$ cat config.mk
export PLATFORM = sky130hd
export DESIGN_NAME = router_out_fifo
export DESIGN_NICKNAME = d
export VERILOG_FILES = /design/src/rtl/router_pkg.sv /design/src/rtl/router_fifo_mem.sv /design/src/rtl/router_out_fifo.sv
export SDC_FILE = /design/constraint.sdc
export NUM_CORES = 1
export LEC_CHECK = 0
export CAP_MARGIN = 0
export CORE_MARGIN = 5
export CORE_UTILIZATION = 56
export DETAILED_ROUTE_END_ITERATION = 6
export PLACE_DENSITY = 0.87
export SKIP_CTS_REPAIR_TIMING = 1
export SYNTH_ARGS = -nofsm -noshare
export SYNTH_HDL_FRONTEND = slang
export SYNTH_HIERARCHICAL = 1
export SYNTH_SLANG_ARGS = --single-unit
$ cat constraint.sdc
create_clock -name clk -period 2.9 [get_ports clk]
set_clock_uncertainty 0.15 [all_clocks]
set_input_delay 0.87 -clock clk [delete_from_list [all_inputs] [get_ports clk]]
set_output_delay 0.87 -clock clk [all_outputs]
set_load 0.01 [all_outputs]
$ cat src/rtl/router_pkg.sv
// Shared constants for the 1x3 router: byte width, header field
// positions and the default output buffer depth.
package router_pkg;

    localparam int DATA_W       = 8;
    localparam int HDR_FLAG_BIT = DATA_W;
    localparam int LEN_MSB      = 7;
    localparam int LEN_LSB      = 2;
    localparam int ADDR_MSB     = 1;
    localparam int ADDR_LSB     = 0;
    localparam int FIFO_DEPTH   = 16;
    localparam int CNT_W        = LEN_MSB - LEN_LSB + 1;

endpackage

$ cat src/rtl/router_fifo_mem.sv
// Storage array of one router output buffer:
// synchronous write, combinational read, cleared on reset.
module router_fifo_mem #(
    parameter int DEPTH = router_pkg::FIFO_DEPTH,
    parameter int WIDTH = router_pkg::DATA_W + 1
) (
    input  logic                     clk,
    input  logic                     resetn,
    input  logic                     we,
    input  logic [$clog2(DEPTH)-1:0] waddr,
    input  logic [WIDTH-1:0]         wdata,
    input  logic [$clog2(DEPTH)-1:0] raddr,
    output logic [WIDTH-1:0]         rdata
);

    logic [WIDTH-1:0] mem [DEPTH];

    always_ff @(posedge clk or negedge resetn) begin
        if (!resetn) begin
            for (int i = 0; i < DEPTH; i++) begin
                mem[i] <= '0;
            end
        end else if (we) begin
            mem[waddr] <= wdata;
        end
    end

    assign rdata = mem[raddr];

endmodule

$ cat src/rtl/router_out_fifo.sv
// Per-port output buffer of the 1x3 router: ordered byte delivery,
// packet length tracking from the header and a soft flush.
module router_out_fifo #(
    parameter int DEPTH  = router_pkg::FIFO_DEPTH,
    parameter int DATA_W = router_pkg::DATA_W
) (
    input  logic              clk,
    input  logic              resetn,
    input  logic              soft_reset,
    input  logic              write_enb,
    input  logic              read_enb,
    input  logic              lfd_state,
    input  logic [DATA_W-1:0] data_in,
    output logic [DATA_W-1:0] data_out,
    output logic              empty,
    output logic              full
);

    import router_pkg::*;

    localparam int AW = $clog2(DEPTH);
    localparam logic [AW:0] PTR_ONE = (AW + 1)'(1);
    localparam logic [CNT_W-1:0] CNT_ONE = CNT_W'(1);

    logic [AW:0]       wr_ptr;
    logic [AW:0]       rd_ptr;
    logic [CNT_W-1:0]  count;
    logic [DATA_W:0]   rd_entry;
    logic              do_wr;
    logic              do_rd;

    // Flags come from pre-edge pointers, so a write while full is
    // dropped even when a read happens in the same cycle.
    assign empty = (wr_ptr == rd_ptr);
    assign full  = (wr_ptr[AW-1:0] == rd_ptr[AW-1:0]) &&
                   (wr_ptr[AW] != rd_ptr[AW]);

    assign do_wr = write_enb && !full && !soft_reset;
    assign do_rd = read_enb && !empty && !soft_reset;

    router_fifo_mem #(
        .DEPTH (DEPTH),
        .WIDTH (DATA_W + 1)
    ) u_mem (
        .clk    (clk),
        .resetn (resetn),
        .we     (do_wr),
        .waddr  (wr_ptr[AW-1:0]),
        .wdata  ({lfd_state, data_in}),
        .raddr  (rd_ptr[AW-1:0]),
        .rdata  (rd_entry)
    );

    always_ff @(posedge clk or negedge resetn) begin
        if (!resetn) begin
            wr_ptr   <= '0;
            rd_ptr   <= '0;
            count    <= '0;
            data_out <= '0;
        end else if (soft_reset) begin
            wr_ptr   <= '0;
            rd_ptr   <= '0;
            count    <= '0;
            data_out <= '0;
        end else begin
            if (do_wr) begin
                wr_ptr <= wr_ptr + PTR_ONE;
            end
            if (do_rd) begin
                rd_ptr   <= rd_ptr + PTR_ONE;
                data_out <= rd_entry[DATA_W-1:0];
                // Header length covers payload; the extra one is parity.
                if (rd_entry[DATA_W]) begin
                    count <= rd_entry[LEN_MSB:LEN_LSB] + CNT_ONE;
                end else if (count != '0) begin
                    count <= count - CNT_ONE;
                end
            end else if (count == '0) begin
                data_out <= '0;
            end
        end
    end

endmodule

==> metrics.md, run 1 <==
| Metric | Value |
|---|---|
| Outcome | `complete, no violations` |
| Tightest Pin Transition | `0.794 ns` |
| Post-synthesis register bit count | `about 170` |
| Synth unique cells | `between 40 and 50` |
| PortBufs | `23` |
| Final core occ | `67.7%` |
| Register Area | `4210 um2` |
| Critical Path Most Common Cell | `buf_4` |
| Number of global-route vias before repair | `between 5000 and 6000` |
| Synth top area share | `52.3%` |
| GRT overflow | `0` |
| Layout fillers | `893` |
| Worst Path Required | `between 3 and 4 ns` |
| Area of the multi-input gates | `around 3700 um2` |
| Period utilisation layout | `97.7%` |
| Initial antenna violation count | `0` |
| Reg2Reg Capture Point | `count[0]` |
| Relative slew slack | `47.0%` |
| Non-Filler Instances | `~810` |
| Buf+Inv Stages, Crit Path | `3` |
| Mean Syn Cell Area | `14.4 um2` |
| Layout Nets | `632` |
| Global router's overall resource usage | `22.9%` |
| Setup TNS | `0 ns` |
| Worst r2r src | `rd_ptr[0]` |
| Setup violators final | `0` |
| Routed WL | `17.9 mm` |
| Clock-pin slew on the worst setup and hold paths | `0.06 ns` |
| Total power | `about 6.4 mW` |
| Post-synth top flop | `dfrtp_1` |
| Reg2reg path depth | `9` |
| Clk_lat worst skew | `between 0.4 and 0.5 ns` |
| RSZ-0062 raised after global routing | `false` |
| Critical Path End Type | `flip-flop` |
| Initial DRC count | `337` |
| Final min period | `2.83 ns` |
| Core area | `~14000 um2` |
| CP Max Fanout | `13` |
| WS Path Type | `reg2reg` |
| CTS tree | `done` |
| Cell type with the largest total area after synthesis | `dfrtp_1` |
| Die area | `16800 um2` |
| Post-DP HPWL | `between 10 and 15 mm` |
| Die H | `approximately 130 um` |
| EDFF count, synth | `0` |
| R2R Setup Slk | `0.07 ns` |
| Placed cell areas | `approximately 8800 um2` |
| Vias per cell | `6.21` |
| Final Cell Area | `9470 um2` |
| Worst Hold Class | `in2async` |
| Final Hold Viols | `0` |
| PnR worst setup slack | `roughly 0.067 ns` |
| Top Family by Delay on Critical Path | `buffers and inverters` |
| Root Buffer | `clkbuf_16` |
| Most common cell in the netlist | `dfrtp_1` |
| Syn. warnings | `6` |
| Area Overhead vs Synth | `17.8%` |
| Vias | `5004` |
| Critical path arrival | `3.01 ns` |
| Critical Path Start Type | `flip-flop` |
| Post-synth top cells | `dfrtp_1, mux2_2, mux4_2` |
| Placed cells | `769` |
| H-tree depth | `4` |
| Gate Count Post-Synth | `roughly 560` |
| Max incr delay on CP | `between 0.5 and 0.6 ns` |
| Post-synthesis net count | `578` |
| DIE WIDTH | `130 um` |
| ANT cells | `0` |
| GPL Wtd Cong | `0.845` |
| Layout cells sized above 1 | `a little under half` |
| Async S/R FF share, synth | `100%` |
| Sinks on Clock Net | `168` |
| Final hold slack | `0.251 ns` |
| Maximum VDD drop | `0.000457 V` |
| Site Rows | `43` |
| Starting density of the core | `a little under three fifths` |
| Pins Over Slew Limit | `0` |
| Synth top area cells | `dfrtp_1, mux2_2, mux4_2, a22oi_1, mux2_4` |
| DR pass1 iterations | `4` |
| Post-DRT Antenna Nets | `0` |
| Avg WL per Cell | `about 22 um` |
| Pre-CTS setup slack | `-0.257 ns` |
| Static Leak | `4.32 nW` |
| First-pass GRT wire length | `29.5 mm` |
| Critical path cell sequence | `buf_4 -> buf_6 -> mux4_2 -> a22oi_1 -> nand2_2 -> buf_4 -> nor4b_1 -> o21ai_0 -> o31ai_1` |
| Seq/Total Area, Yosys | `around 52%` |
| Largest net degree at the start of global routing | `56` |
| CTS Buf Count | `17` |
| PD cells | `680 nW/um2` |
| # IOs | `24` |
| Post-Syn Area | `8040 um2` |
| # Max-Cap Violations | `0` |
| CP max-delay cell | `mux4_2` |
| FMAX | `about 350 MHz` |
| DR DRC count | `0` |
| Bufs on Longest Clock Path | `2` |
[state kept, by name, summed over array words and instances, names as in the netlist]
| signal | cells |
|---|---|
| u_mem/mem | 144 |
| data_out | 8 |
| count | 6 |
| rd_ptr | 5 |
| wr_ptr | 5 |
[cells by family (layout without fill, tap and decap cells)]
| kind of cell | after synthesis | in the layout | share of synthesized area (%) |
|---|---|---|---|
| compound gates | 52 | 52 | 4.25 |
| xor+xnor | 18 | 18 | 2.06 |
| fa+ha+maj | 5 | 5 | 0.778 |
| buf+inv | 36 | 103 | 2.40 |
| flops | 168 | 168 | 52.3 |
| mux | 182 | 182 | 30.9 |
| simple gates | 98 | 98 | 7.27 |
[cells in the final DEF, fill, tap and decap left out, drive strengths merged, types with 4 or more instances in the layout]
| cell | count |
|---|---|
| nand2 | 30 |
| nor3 | 8 |
| nand2b | 4 |
| xor2 | 12 |
| a22oi | 18 |
| mux4 | 36 |
| clkbuf | 23 |
| nand3 | 14 |
| xnor2 | 6 |
| mux2 | 144 |
| clkdlybuf4s50 | 20 |
| o21ai | 10 |
| clkinv | 4 |
| inv | 5 |
| dfrtp | 168 |
| nor2 | 22 |
| a21oi | 13 |
| buf | 47 |
| ha | 5 |
[area by class of cell]
class,instances,area share [%]
clock inverter,9,0.925
clock buffer,23,5.26
multi-input combinational,355,38.7
timing repair buffer,69,8.21
tap,180,2.38
inverter,2,0.0793
sequential,168,44.4
[routing by layer]
metal	track usage [%]	part of all wire [%]	vias to the layer above
met4	7.15	2.0	0
met2	38.7	52	148
met1	29.1	41	2635
li1	-	-	2189
met5	0	0	-
met3	5.94	5.4	32
[worst reg2reg max path, stage by stage (launching register included)]
cell	delay (ns)
dfrtp_2	0.41
buf_4	0.18
buf_6	0.21
mux4_2	0.54
a22oi_1	0.24
nand2_2	0.18
buf_4	0.23
nor4b_1	0.36
o21ai_0	0.14
o31ai_1	0.09
[power by group]
| part | total (mW) | internal, mW | switching [mW] | leakage, nW |
|---|---|---|---|---|
| combinational | 1.51 | 0.711 | 0.803 | 1.75 |
| sequential | 2.70 | 2.57 | 0.137 | 2.28 |
| clock | 2.22 | 1.30 | 0.915 | 0.290 |
| total | 6.43 | 4.58 | 1.86 | 4.32 |
[worst max path at each step]
stage / startpoint / endpoint / slack (ns) / cells after the start
floorplan: wr_ptr[0] / u_mem/mem[135] / 0.12 / 9
global placement: write_enb / u_mem/mem[140] / -0.20 / 7
detailed placement: write_enb / u_mem/mem[137] / -0.26 / 7
CTS: rd_ptr[0] / full / -0.27 / 4
global route: rd_ptr[2] / count[5] / 0.0006 / 7
finish: rd_ptr[0] / count[0] / 0.07 / 9
Power figures use the tool's default switching activity.
==> run 2: changes to the inputs <==
CORE_UTILIZATION = 40   (was 56)
PLACE_DENSITY = 0.69   (was 0.87)
==> run 2 against run 1 <==
Against the previous run:
- final cell count up 11%
- critical endpoint is now empty
- final area up 1.7%
- wire length up 0.54%
- sequential share of layout area down 0.76 points
- highest routed layer unchanged
- clock-buffer cell count down 2
- register-to-register slack better by 0.06 ns
- first-iteration DRC count down 37%
- total power down 0.16%
- sequential power about the same
- clock power about the same
==> metrics.md, run 2 (same netlist as run 1, synthesis figures left out) <==
| Metric | Value |
|---|---|
| Die area | `23000 um2` |
| DR DRC count | `0` |
| Worst Hold Class | `in2async` |
| Initial antenna violation count | `0` |
| Clk network pwr share | `34.4%` |
| Worst Path Required | `1.88 ns` |
| Most common cell after layout, fill and taps aside | `dfrtp_1` |
| Final Hold Viols | `0` |
| Layout Nets | `633` |
| Area of the multi-input gates | `3640 um2` |
| Relative slew slack | `49.7%` |
| CP Max Fanout | `4` |
| Clock-pin slew on the worst setup and hold paths | `0.06 ns` |
| Total net switching power | `around 1.9 mW` |
| Setup violators final | `0` |
| Core area | `between 15000 and 20000 um2` |
| Most frequent cells in the layout | `dfrtp_1, mux2_2, mux4_2` |
| Post-DRT Antenna Nets | `0` |
| Non-Filler Instances | `892` |
| Tightest Pin Transition | `0.753 ns` |
| Period utilisation layout | `96.0%` |
| Flip-flop count of the largest register after layout | `144` |
| CTS Buf Count | `17` |
| Final core occ | `49.0%` |
| GPL Wtd Cong | `0.806` |
| H-tree depth | `4` |
| Critical Path End Type | `primary output` |
| Site Rows | `51` |
| ANT cells | `0` |
| Area Overhead vs Synth | `19.8%` |
| WS Path Type | `reg2out` |
| # IOs | `24` |
| Switch share | `28.9%` |
| Critical Path Start Type | `flip-flop` |
| # Max-Cap Violations | `0` |
| Global router's overall resource usage | `16.6%` |
| Comb power frac | `23.6%` |
| Root Buffer | `clkbuf_16` |
| DIE WIDTH | `152 um` |
| Starting density of the core | `40.9%` |
| First-pass GRT wire length | `roughly 29 mm` |
| Vias | `4855` |
| Pins Over Slew Limit | `0` |
| Post-DP HPWL | `11.9 mm` |
| Largest net degree at the start of global routing | `62` |
| Flop pwr share | `between 40% and 50%` |
| Static Leak | `4.33 nW` |
| Maximum VDD drop | `between 0.0003 and 0.0004 V` |
| Top Registers | `u_mem/mem (144), data_out (8), count (6)` |
| CTS tree | `done` |
| Layout fillers | `1706` |
| GRT overflow | `0` |
| Outcome | `complete, no violations` |
| Vias per cell | `5.44` |
| Final min period | `2.78 ns` |
| Avg WL per Cell | `20.1 um` |
| Placed cells | `approximately 850` |
| Pre-CTS setup slack | `-0.0937 ns` |
| Layout cells sized above 1 | `45.0%` |
| FMAX | `359 MHz` |
| DR pass1 iterations | `4` |
| Number of global-route vias before repair | `5261` |
| Critical path arrival | `1.76 ns` |
| PD cells | `between 600 and 700 nW/um2` |
| Die H | `152 um` |
| Initial DRC count | `213` |
| PortBufs | `23` |
| Largest register by flop count | `u_mem/mem` |
| Register Area | `roughly 4200 um2` |
| Routed WL | `about 18 mm` |
| Bufs on Longest Clock Path | `2` |
| Clk_lat worst skew | `0.43 ns` |
| Sinks on Clock Net | `168` |
| PnR worst setup slack | `0.116 ns` |
| Int Power | `4.57 mW` |
## run 2: final cells by class
cell class | instances | share of cell area (%)
Tap cell | 265 | 3.44
Multi-Input combinational cell | 355 | 37.9
Sequential cell | 168 | 43.7
Inverter | 2 | 0.0780
Clock buffer | 21 | 4.89
Clock inverter | 11 | 1.16
Timing Repair Buffer | 70 | 8.90
## run 2: worst max-delay path, cell delays in order, from the launching register on
cell and delay, ns:
dfrtp_2 0.42, buf_12 0.14, xnor2_1 0.16, nand4_1 0.15
buf_4 0.18, nor2_1 0.10, dlymetal6s2s_1 0.18
## run 2: worst paths after layout
check,from,endpoint,slack [ns],cells after the start
worst min register to register,u_mem/mem[0],u_mem/mem[0],0.35,1
worst max-delay path,rd_ptr[0],empty,0.12,6
min in group clk,u_mem/mem[0],u_mem/mem[0],0.35,1
max in group asynchronous,resetn,u_mem/mem[100],1.62,2
worst min-delay path,resetn,u_mem/mem[136],0.28,1
worst max register to register,rd_ptr[0],u_mem/mem[84],0.13,13
## run 2: layer usage
layer  global-route usage (%)  share of wire, %  vias to the layer above
met5                        0                 0                        -
met4                     5.17               1.3                        0
met3                     3.96               4.4                       24
met2                     28.1                52                       97
met1                     21.2                42                     2552
li1                         -                 -                     2182
## run 2: power groups by stage
stage          logic (mW)  clock network (mW)  registers (mW)
6_report             1.51                2.21            2.70
2_1_floorplan       0.989                   0            2.70
3_5_place_dp         1.45                   0            2.74
3_3_place_gp         1.40                   0            2.71
5_1_grt              1.66                2.37            2.72
4_1_cts              1.45                2.27            2.70
## run 2: stage by stage
step / power [mW] / TNS, ns / area (um2) / hold WS, ns
floorplan: 3.69 / 0 / 8040 / 0.324
global placement: 4.11 / -4.48 / 8930 / 0.332
detailed placement: 4.18 / -5.31 / 8930 / 0.339
CTS: 6.42 / -0.773 / 9520 / 0.290
global route: 6.74 / -0.0689 / 9630 / 0.320
finish: 6.42 / 0 / 9630 / 0.283
==> run 3: changes to the inputs <==
CORE_UTILIZATION = 55   (was 40)
PLACE_DENSITY = 0.86   (was 0.69)
TNS_END_PERCENT = 20   (was not set)
==> run 3 against run 2 <==
Against the previous run:
- critical endpoint is now full
- non-clock buffer count is 9 lower
- sequential power hardly changed
- register-to-register slack worse by 0.06 ns
- clock-buffer cell count is 1 lower
- worst hold slack worse by 0.0065 ns
- highest routed layer unchanged
- the run now ends with setup timing left
- sequential share of layout area is 1.0 points higher
- total power hardly changed
==> metrics.md, run 3 (same netlist as run 1, synthesis figures left out) <==
| Metric | Value |
|---|---|
| Avg WL per Cell | `23.0 um` |
| Die area | `17100 um2` |
| Relative slew slack | `59.0%` |
| Comb power frac | `22.8%` |
| Setup TNS | `-0.102 ns` |
| Most common cell after layout, fill and taps aside | `dfrtp_1` |
| Die H | `131 um` |
| CTS tree | `done` |
| Post-DP HPWL | `11.7 mm` |
| PD cells | `682 nW/um2` |
| Starting density of the core | `55.7%` |
| Placed cell areas | `8810 um2` |
| CTS Buf Count | `17` |
| Clk network pwr share | `35.1%` |
| Critical path arrival | `1.98 ns` |
| Total net switching power | `1.88 mW` |
| CP Max Fanout | `8` |
| PnR worst setup slack | `-0.102 ns` |
| Period utilisation layout | `104%` |
| Clock-pin slew on the worst setup and hold paths | `0.06 ns` |
| DR pass1 iterations | `5` |
| Max incr delay on CP | `0.54 ns` |
| Worst Hold Class | `in2async` |
| Failing checks | `setup timing` |
| GRT overflow | `0` |
| # Max-Cap Violations | `0` |
| FMAX | `roughly 330 MHz` |
| Final hold slack | `about 0.28 ns` |
| Initial antenna violation count | `0` |
| Vias | `5065` |
| Post-DRT Antenna Nets | `0` |
| Flip-flop count of the largest register after layout | `roughly 140` |
| Critical path cell sequence | `xnor2_1 -> nand4_1 -> nor2_1 -> clkdlybuf4s50_1` |
| Global router's overall resource usage | `22.9%` |
| PortBufs | `23` |
| Bufs on Longest Clock Path | `2` |
| ANT cells | `0` |
| Reg2reg path depth | `10` |
| Worst Path Required | `1.88 ns` |
| Largest net degree at the start of global routing | `66` |
| Routed WL | `18.5 mm` |
| Pins Over Slew Limit | `0` |
| Int Power | `4.55 mW` |
| CP max-delay cell | `clkdlybuf4s50_1` |
| First-pass GRT wire length | `29.7 mm` |
| Area Overhead vs Synth | `17.2%` |
| RSZ-0062 raised after global routing | `true` |
| Most frequent cells in the layout | `dfrtp_1, mux2_2, mux4_2` |
| # IOs | `24` |
| Flop pwr share | `42.1%` |
| Static Leak | `approximately 4.3 nW` |
| Site Rows | `44` |
| Layout Nets | `roughly 620` |
| WS Path Type | `reg2out` |
| DIE WIDTH | `131 um` |
| Tightest Pin Transition | `0.615 ns` |
| Final Hold Viols | `0` |
| Root Buffer | `clkbuf_16` |
| Layout cells sized above 1 | `44.2%` |
| Sinks on Clock Net | `168` |
| GPL Wtd Cong | `about 0.82` |
| Final min period | `between 3 and 4 ns` |
| Outcome | `complete, but fails checks` |
| Top Registers | `u_mem/mem (144), data_out (8), count (6)` |
| Final Cell Area | `9420 um2` |
| Initial DRC count | `442` |
| H-tree depth | `4` |
| Vias per cell | `6.32` |
| Critical Path End Type | `primary output` |
| Critical Path Start Type | `flip-flop` |
| Maximum VDD drop | `0.000457 V` |
| DR DRC count | `0` |
| Setup violators final | `1` |
| Clk_lat worst skew | `roughly 0.43 ns` |
| Switch share | `29.2%` |
| Core area | `14400 um2` |
| Number of global-route vias before repair | `roughly 5500` |
| Largest register by flop count | `u_mem/mem` |
run 3: worst paths after layout:
kind	from	endpoint	slack (ns)
worst max register to register	rd_ptr[0]	count[4]	0.07
max in group asynchronous	resetn	u_mem/mem[45]	1.64
worst min register to register	u_mem/mem[7]	u_mem/mem[7]	0.35
worst min-delay path	resetn	wr_ptr[2]	0.28
worst max-delay path	rd_ptr[3]	full	-0.10
min in group clk	u_mem/mem[7]	u_mem/mem[7]	0.35
run 3: power by group through the flow:
stage | logic [mW] | clock network (mW) | registers [mW]
floorplan | 0.989 | 0 | 2.70
global placement | 1.36 | 0 | 2.72
detailed placement | 1.42 | 0 | 2.74
CTS | 1.43 | 2.29 | 2.70
global route | 1.57 | 2.37 | 2.72
finish | 1.47 | 2.26 | 2.70
run 3: area by class of cell:
type | instances | area, um2
repair buffers | 61 | 744
well taps | 184 | 230
clock buffers | 20 | 447
fillers | 946 | 5010
inverters | 2 | 7.51
flip-flops and latches | 168 | 4210
multi-input cells | 355 | 3640
clock inverters | 12 | 139
run 3: critical path: cells and delay by family, from the launching register on:
family	cells	cell delay, ns
buf+inv	1	0.54
flops	1	0.47
simple gates	2	0.36
xor+xnor	1	0.18
run 3: metal layers:
| layer | GRT usage [%] | share of wire [%] |
|---|---|---|
| met2 | 38.3 | 51 |
| met3 | 5.65 | 5.7 |
| met1 | 29.3 | 41 |
| met5 | 0 | 0 |
| met4 | 8.29 | 2.5 |
run 3: stage by stage:
stage	utilization, %	std cells	power (mW)	setup WS [ns]
after floorplan	-	559	3.69	0.120
after global placement	61.1	768	4.08	-0.0887
after detailed placement	61.1	768	4.16	-0.135
after CTS	65.1	800	6.43	-0.260
after global routing	65.3	802	6.67	-0.209
final	65.3	802	6.42	-0.102
